File: src/rtl/split_mem_responder.sv
// Responder for the CPU's split instruction/data memory interface: arbitrates
// fetches and data accesses onto one multi-cycle physical port, with a watchdog.
module split_mem_responder #(
  parameter int ADDR_W  = 16,
  parameter int DATA_W  = 16,
  parameter int TIMEOUT = 255
) (
  input  logic              clk,
  input  logic              rst_n,
  input  logic              instruction_request,
  input  logic [ADDR_W-1:0] instruction_address,
  output logic              instruction_response,
  output logic [DATA_W-1:0] instr,
  input  logic              data_request,
  input  logic [ADDR_W-1:0] mem_address,
  input  logic              write_enable,
  input  logic [1:0]        mem_byte_enable,
  input  logic [DATA_W-1:0] write_data,
  output logic              data_response,
  output logic [DATA_W-1:0] mem_rdata,
  output logic              pmem_read,
  output logic              pmem_write,
  output logic [ADDR_W-1:0] pmem_address,
  output logic [DATA_W-1:0] pmem_wdata,
  output logic [1:0]        pmem_byte_enable,
  input  logic [DATA_W-1:0] pmem_rdata,
  input  logic              pmem_resp,
  output logic              err_timeout
);

  localparam int CNT_W = (TIMEOUT > 0) ? $clog2(TIMEOUT + 1) : 1;

  typedef enum logic [1:0] {IDLE, I_ACC, D_ACC, RESP} state_t;

  state_t            state_q, state_d;
  logic [ADDR_W-1:0] addr_q, addr_d;
  logic              we_q, we_d;
  logic [1:0]        be_q, be_d;
  logic [DATA_W-1:0] wdata_q, wdata_d;
  logic              gnt_data_q, gnt_data_d;
  logic [CNT_W-1:0]  cnt_q, cnt_d;
  logic              err_q, err_d;
  logic [DATA_W-1:0] instr_q, instr_d;
  logic [DATA_W-1:0] rdata_q, rdata_d;

  logic in_acc;
  logic timeout_hit;

  assign in_acc = (state_q == I_ACC) || (state_q == D_ACC);

  // The cycle the count would reach TIMEOUT; a same-cycle pmem_resp wins.
  assign timeout_hit = (TIMEOUT != 0) && in_acc && !pmem_resp &&
                       (cnt_q == CNT_W'(TIMEOUT - 1));

  always_comb begin
    state_d    = state_q;
    addr_d     = addr_q;
    we_d       = we_q;
    be_d       = be_q;
    wdata_d    = wdata_q;
    gnt_data_d = gnt_data_q;
    cnt_d      = cnt_q;
    err_d      = err_q;
    instr_d    = instr_q;
    rdata_d    = rdata_q;
    case (state_q)
      IDLE: begin
        if (data_request) begin
          addr_d     = mem_address;
          we_d       = write_enable;
          be_d       = mem_byte_enable;
          wdata_d    = write_data;
          gnt_data_d = 1'b1;
          cnt_d      = '0;
          // A store with no lanes enabled completes without touching pmem.
          state_d    = (write_enable && mem_byte_enable == 2'b00) ? RESP : D_ACC;
        end else if (instruction_request) begin
          addr_d     = instruction_address;
          we_d       = 1'b0;
          be_d       = 2'b11;
          gnt_data_d = 1'b0;
          cnt_d      = '0;
          state_d    = I_ACC;
        end
      end
      I_ACC, D_ACC: begin
        if (pmem_resp) begin
          state_d = RESP;
          if (state_q == I_ACC) instr_d = pmem_rdata;
          else if (!we_q)       rdata_d = pmem_rdata;
        end else if (timeout_hit) begin
          state_d = RESP;
          err_d   = 1'b1;
          if (state_q == I_ACC) instr_d = '0;
          else if (!we_q)       rdata_d = '0;
        end else begin
          cnt_d = cnt_q + CNT_W'(1);
        end
      end
      RESP:    state_d = IDLE;
      default: state_d = IDLE;
    endcase
  end

  always_ff @(posedge clk or negedge rst_n) begin
    if (!rst_n) begin
      state_q    <= IDLE;
      addr_q     <= '0;
      we_q       <= 1'b0;
      be_q       <= 2'b00;
      wdata_q    <= '0;
      gnt_data_q <= 1'b0;
      cnt_q      <= '0;
      err_q      <= 1'b0;
      instr_q    <= '0;
      rdata_q    <= '0;
    end else begin
      state_q    <= state_d;
      addr_q     <= addr_d;
      we_q       <= we_d;
      be_q       <= be_d;
      wdata_q    <= wdata_d;
      gnt_data_q <= gnt_data_d;
      cnt_q      <= cnt_d;
      err_q      <= err_d;
      instr_q    <= instr_d;
      rdata_q    <= rdata_d;
    end
  end

  // Strobes decode straight from state so reset drops them asynchronously.
  assign pmem_read        = (state_q == I_ACC) || ((state_q == D_ACC) && !we_q);
  assign pmem_write       = (state_q == D_ACC) && we_q;
  assign pmem_address     = in_acc ? addr_q : '0;
  assign pmem_wdata       = pmem_write ? wdata_q : '0;
  assign pmem_byte_enable = pmem_read ? 2'b11 : (pmem_write ? be_q : 2'b00);

  assign instruction_response = (state_q == RESP) && !gnt_data_q;
  assign data_response        = (state_q == RESP) && gnt_data_q;
  assign instr                = instr_q;
  assign mem_rdata            = rdata_q;
  assign err_timeout          = err_q;

endmodule

File: config.mk
export PLATFORM = sky130hd
export DESIGN_NAME = split_mem_responder
export DESIGN_NICKNAME = d
export VERILOG_FILES = /design/src/rtl/split_mem_responder.sv
export SDC_FILE = /design/constraint.sdc
export NUM_CORES = 1
export LEC_CHECK = 0
export ABC_AREA = 1
export BUFFER_PORTS_ARGS = -buffer_cell sky130_fd_sc_hd__buf_2
export CORE_MARGIN = 4
export CORE_UTILIZATION = 50
export CTS_BUF_LIST = sky130_fd_sc_hd__clkbuf_8
export CTS_CLUSTER_DIAMETER = 200
export DETAILED_ROUTE_END_ITERATION = 7
export PLACE_DENSITY_LB_ADDON = 0.05
export SLEW_MARGIN = 40
export SYNTH_ARGS = -nofsm -noshare
export SYNTH_HDL_FRONTEND = slang
export SYNTH_SLANG_ARGS = --single-unit
export TNS_END_PERCENT = 10
File: constraint.sdc
create_clock -name clk -period 2.2 [get_ports clk]
set_input_delay 0.11 -clock clk [delete_from_list [all_inputs] [get_ports clk]]
set_output_delay 0.11 -clock clk [all_outputs]
set_load 0.01 [all_outputs]
# Yosys cells after proc, flatten, opt, wreduce, memory -nomap -nowiden
# Index checks and enable logic that the tools add are counted.
dict set report classes {
  add_sub_neg 1
  n_eq_ne 8
  n_mux 32
  bitwise_logic 3
  n_reduce_logical 25
}
# operator count
set op_table {}
lappend op_table {{$mux 16} 14}
lappend op_table {{$mux 8} 4}
lappend op_table {{$mux 2} 8}
lappend op_table {{$pmux 8 s2} 1}
lappend op_table {{$add 8x1->8 const B} 1}
lappend op_table {{$eq 8x8->1 const B} 1}
lappend op_table {{$reduce_and 4->1} 2}
lappend op_table {{$logic_and 1x1->1} 7}
lappend op_table {{$ne 3x3->1 const B} 2}
lappend op_table {{$pmux 2 s3} 1}
lappend op_table {{$reduce_and 2->1} 3}
lappend op_table {{$reduce_and 3->1} 2}
lappend op_table {{$reduce_bool 2->1} 3}
lappend op_table {{$eq 2x2->1 const B} 2}
lappend op_table {{$logic_not 2->1} 2}
lappend op_table {{$mux 1} 4}
lappend op_table {{$ne 2x2->1 const B} 2}
lappend op_table {{$logic_not 1->1} 3}
lappend op_table {{$not 1->1} 3}
lappend op_table {{$eq 2x1->1 const B} 1}
lappend op_table {{$logic_or 1x1->1} 2}
lappend op_table {{$reduce_or 2->1} 1}
dict set report word_totals {
  ff_bits 79
  in_bits 72
  out_inout_bits 71
  wordCells 79
}

# Longest topological paths before layout
dict set report depth {
  word_depth 7
  depth_mapped 11
  mapped_depth_nobuf 9
}

# Worst setup path before layout
# Ideal clock, no wire load.
dict set report synth_path {
  path_type {register to register}
  start {register state_q[0]}
  end {register rdata_q[10] (netlist: mem_rdata[10])}
  setup_ps 117
  arrival_time_ps 1570
  required_ps 2083
  path_slack_ps 513
  path_stages_with_launch 12
  path_buffers 2
  period_less_slack_ps 1687
  cell_sequence {dfrtp_1 -> inv_1 -> ha_1 -> buf_4 -> inv_2 -> nor2_1 -> nand3_2 -> nand2_4 -> nand3_4 -> buf_6 -> nand2_1 -> nand2_1}
}
dict set report synth_between {
  elab_chain_len 6
  elab_cells_between_ends 9
  cone_classes {2 x eq/ne; 1 x bitwise; 6 x reduce/logical}
}
# item line_no
set synth_rtl {}
lappend synth_rtl {{start, declared} 35} ;# state_t state_q, state_d;
lappend synth_rtl {{start signal, assigned} 118} ;# state_q <= state_d;
lappend synth_rtl {{$eq 2x1->1 or $eq 2x2->1 (tied branches)} --}
lappend synth_rtl {{$logic_or 1x1->1} 49} ;# assign in_acc = (state_q == I_ACC) || (state_q == D_ACC);
lappend synth_rtl {{$logic_and 1x1->1 (2 in a row)} 52} ;# assign timeout_hit = (TIMEOUT != 0) && in_acc && !pmem_resp &&
lappend synth_rtl {{$reduce_bool 2->1 (no source line)} --}
lappend synth_rtl {{$reduce_and 4->1 (no source line) *} --}
lappend synth_rtl {{end signal, assigned} 127} ;# rdata_q <= rdata_d;
lappend synth_rtl {{end, declared} 44} ;# logic [DATA_W-1:0] rdata_q, rdata_d;
# Mark *: on every way between the ends. The rest lies on a longest branch, timed or not.
# A chain may end at the register's enable or synchronous reset.

# Worst setup path after layout
dict set report layout_path {
  start {register state_q[0]}
  end {register cnt_q[3]}
}
dict set report layout_between {
  elab_chain_len 6
  elab_cells_between_ends 13
  cone_classes {5 x eq/ne; 1 x mux; 7 x reduce/logical}
}
# item line_no
set layout_rtl {}
lappend layout_rtl {{$eq 2x1->1 or $eq 2x2->1 (tied branches)} {49, 66}}
lappend layout_rtl {{$logic_or 1x1->1} 49}
lappend layout_rtl {{$logic_and 1x1->1 (2 in a row)} 52}
lappend layout_rtl {{$ne 2x2->1 (no source line)} --}
lappend layout_rtl {{$reduce_and 4->1 (no source line)} --}
lappend layout_rtl {{end signal, assigned} 124} ;# cnt_q <= cnt_d;
lappend layout_rtl {{end, declared} 41} ;# logic [CNT_W-1:0] cnt_q, cnt_d;
# Several ways; a longest one is shown, not always the timed one.

==> impl_metrics.ini <==
[synthesis]
syn_nets = 583
synth_ff_type = dfrtp_1
synthArstFlopShare = 1.00
synthTopCellsByArea = dfrtp_1 (50%), nand2_1 (17%), inv_1 (6.7%)
yosysTopAreaCell = dfrtp_1
syn-instance-count = 505
synthAdderAreaFrac = 0.0192
synth.top_cells.by_count = nand2_1 (176), dfrtp_1 (79), inv_1 (70)
yosys.area_share.simple = 0.289
yosysUniqueCellTypes = 28
synth-seq-cells = 79
synth_area_per_cell_um2 = 7.76
synth_mux_area_frac = 0
synth_top_family_by_area = simple AND/OR/NAND/NOR gates
synth_edf_count = 0
netlist_area_um2 = 3920
yosys_warnings = 0
synth_top_area_frac = 0.504
ys_seq_area_frac = 0.504
yosysMostFrequentCell = nand2_1
synth_xor_area_frac = 0.00447
synth_compound_area_frac = 0.0772

[worst_setup_path]
worstPathArrival_ps = 2190
required_ps = 2420
crit_buf_inv = 1
cp_common_cell = nand2_1
slowest_delay_ps = 410
path_class = register to register
crit_family = simple AND/OR/NAND/NOR gates
end_kind = register
crit_fanout = 11
critical_path.cell_chain = inv_1 > ha_1 > nand2_1 > a21boi_1 > nand3_1 > nand2_1 > o21ai_1
cp-start-kind = register
slowest_stage = dfrtp_1

[timing]
min_period_over_period = 0.896
hold_viol = 0
setup_tns_ps = 0
skew_ps = 12.7
worst_pin_slew_ps = 518
finalSetupViolCount = 0
min_period_ps = 1970
holdWs_ps = 18.0
grt_setup_unrepaired = no
max_freq_mhz = 507
relSlewSlack = 0.655
slew_viol_final = 0

[outcome]
status = finished clean

[routing]
wl_per_cell_um = 12.6
routed_wl_um = 9680
num_vias = 3678
drt_iter0_markers = 153
drt-pass1-iter-count = 4
drc_errors = 0
viasPerCell = 4.79
ant_nets = 0

[clocking]
root_buffer = clkbuf_8
clkTransAtPathRegs_ps = 80
cts_tree = built
cts_sinks = 79
max-clock-path-buffers = 2
cts_buffers = 9
clock_latency_ps = 350
htree_levels = 3

[floorplan]
rows = 32
fp.dieArea_um2 = 9320
boundaryPins = 143
die_x_um = 96.5
dieHeight_um = 96.5
core_area_um2 = 7690
start_util = 0.510

[global_route]
groute.layer.met3.usage = 0.0465
grt_util_all_layers = 0.218
grt_antenna_before_repair = 0
met1_usage = 0.298
grt_pass1_wl_um = 15900
grt_busiest_layer = met2
grtUsageMet2 = 0.346
grt_max_degree = 42
grt-ovfl-total = 0
grt_pass1_vias = 3481

[run]
maxCapViolCount = 0

[final_layout]
nNetsFinal = 739
drive_above_1_share = 0.270
antenna_cells = 0
syn_to_final_growth_pct = 29.9

[placement]
io_buffers = 142
gp_congestion = 0.804
hpwl_um = 6770

[power]
powerDensity_nw_per_um2 = 1300
leakagePower_uw = 0.00299
ir_worst_vdd_uv = 832

[worst_hold_path]
hold_class = input pin to register
-- cell usage in the layout, fill, tap and decap left out, drive strengths merged --
master	synthesis	routed
nand4	1	1
o21bai	1	1
dfrtp	79	79
nand3	44	44
a21oi	5	5
nor3	1	1
clkinvlp	0	1
buf	16	152
inv	72	74
o22ai	1	1
nor2	44	44
clkbuf	8	9
ha	6	6
dlygate4sd3	0	17
clkinv	0	2
bufinv	0	2
o21ai	29	29
xor2	2	2
a31oi	16	16
a21boi	1	1
nand2	179	179
-- kinds of logic (layout without fill, tap and decap cells) --
group / Yosys count / count (layout)
AOI/OAI and AO/OA: 53 / 53
xor gates and xnor gates: 2 / 2
adders and majority gates: 6 / 6
buffers and inverters: 96 / 257
DFF: 79 / 79
and+or+nand+nor: 269 / 269
-- routing by layer --
metal	vias up	share of wire
met5	-	0
met2	115	0.48
li1	1865	-
met4	0	0.011
met3	9	0.070
met1	1689	0.44
-- timing repair --
| item | CTS | global route |
|---|---|---|
| setup buffers | 0 | 0 |
| gates resized for setup | 0 | 0 |
| hold endpoints to repair | 54 | 0 |
| hold buffers | 17 | 0 |
-- power breakdown --
part           internal, uW  total, uW  switching [uW]
clock network           643       1200             552
logic                  1130       3090            1960
registers              2030       2330             306
-- through the flow --
stage	utilization	power, uW	cell area [um^2]	instances	setup WS (ps)
floorplan	-	4390	3920	505	513
global placement	0.612	5360	4700	735	389
detailed placement	0.612	5450	4700	735	284
CTS	0.663	6680	5090	768	229
global route	0.663	7220	5090	768	41.0
finish	0.663	6620	5090	768	229
-- worst reg2reg max path, stage by stage, from the launching register on --
cell and delay (ps):
dfrtp_1 410, inv_1 90, ha_1 420, nand2_1 100, a21boi_1 210, nand3_1 370, nand2_1 190, o21ai_1 80
-- cell type report --
cell class / count / area [um^2]
clock buffer: 9 / 124
clock inverter: 7 / 97.6
multi-input combinational: 330 / 1530
timing repair buffer: 169 / 971
inverter: 72 / 270
fill: 669 / 2590
sequential: 79 / 1980
tap: 102 / 128
-- flip-flops by register name (all words and copies together) (netlist names) --
signal       cells
addr_q          16
instr           16
mem_rdata       16
wdata_q         16
cnt_q            8
be_q             2
state_q          2
err_timeout      1
gnt_data_q       1
we_q             1
-- path summary, 6_finish.rpt --
kind,slack [ps],from,cells past startpoint,to
worst max-delay path,230,state_q[0],7,cnt_q[3]
worst min-delay path,20,instruction_address[8],3,addr_q[8]
worst max register to register,230,state_q[0],7,cnt_q[3]
worst min register to register,470,instr[12],2,instr[12]
max in group asynchronous,1330,rst_n,3,wdata_q[2]
min in group asynchronous,280,rst_n,2,instr[14]
Power figures use the tool's default switching activity.
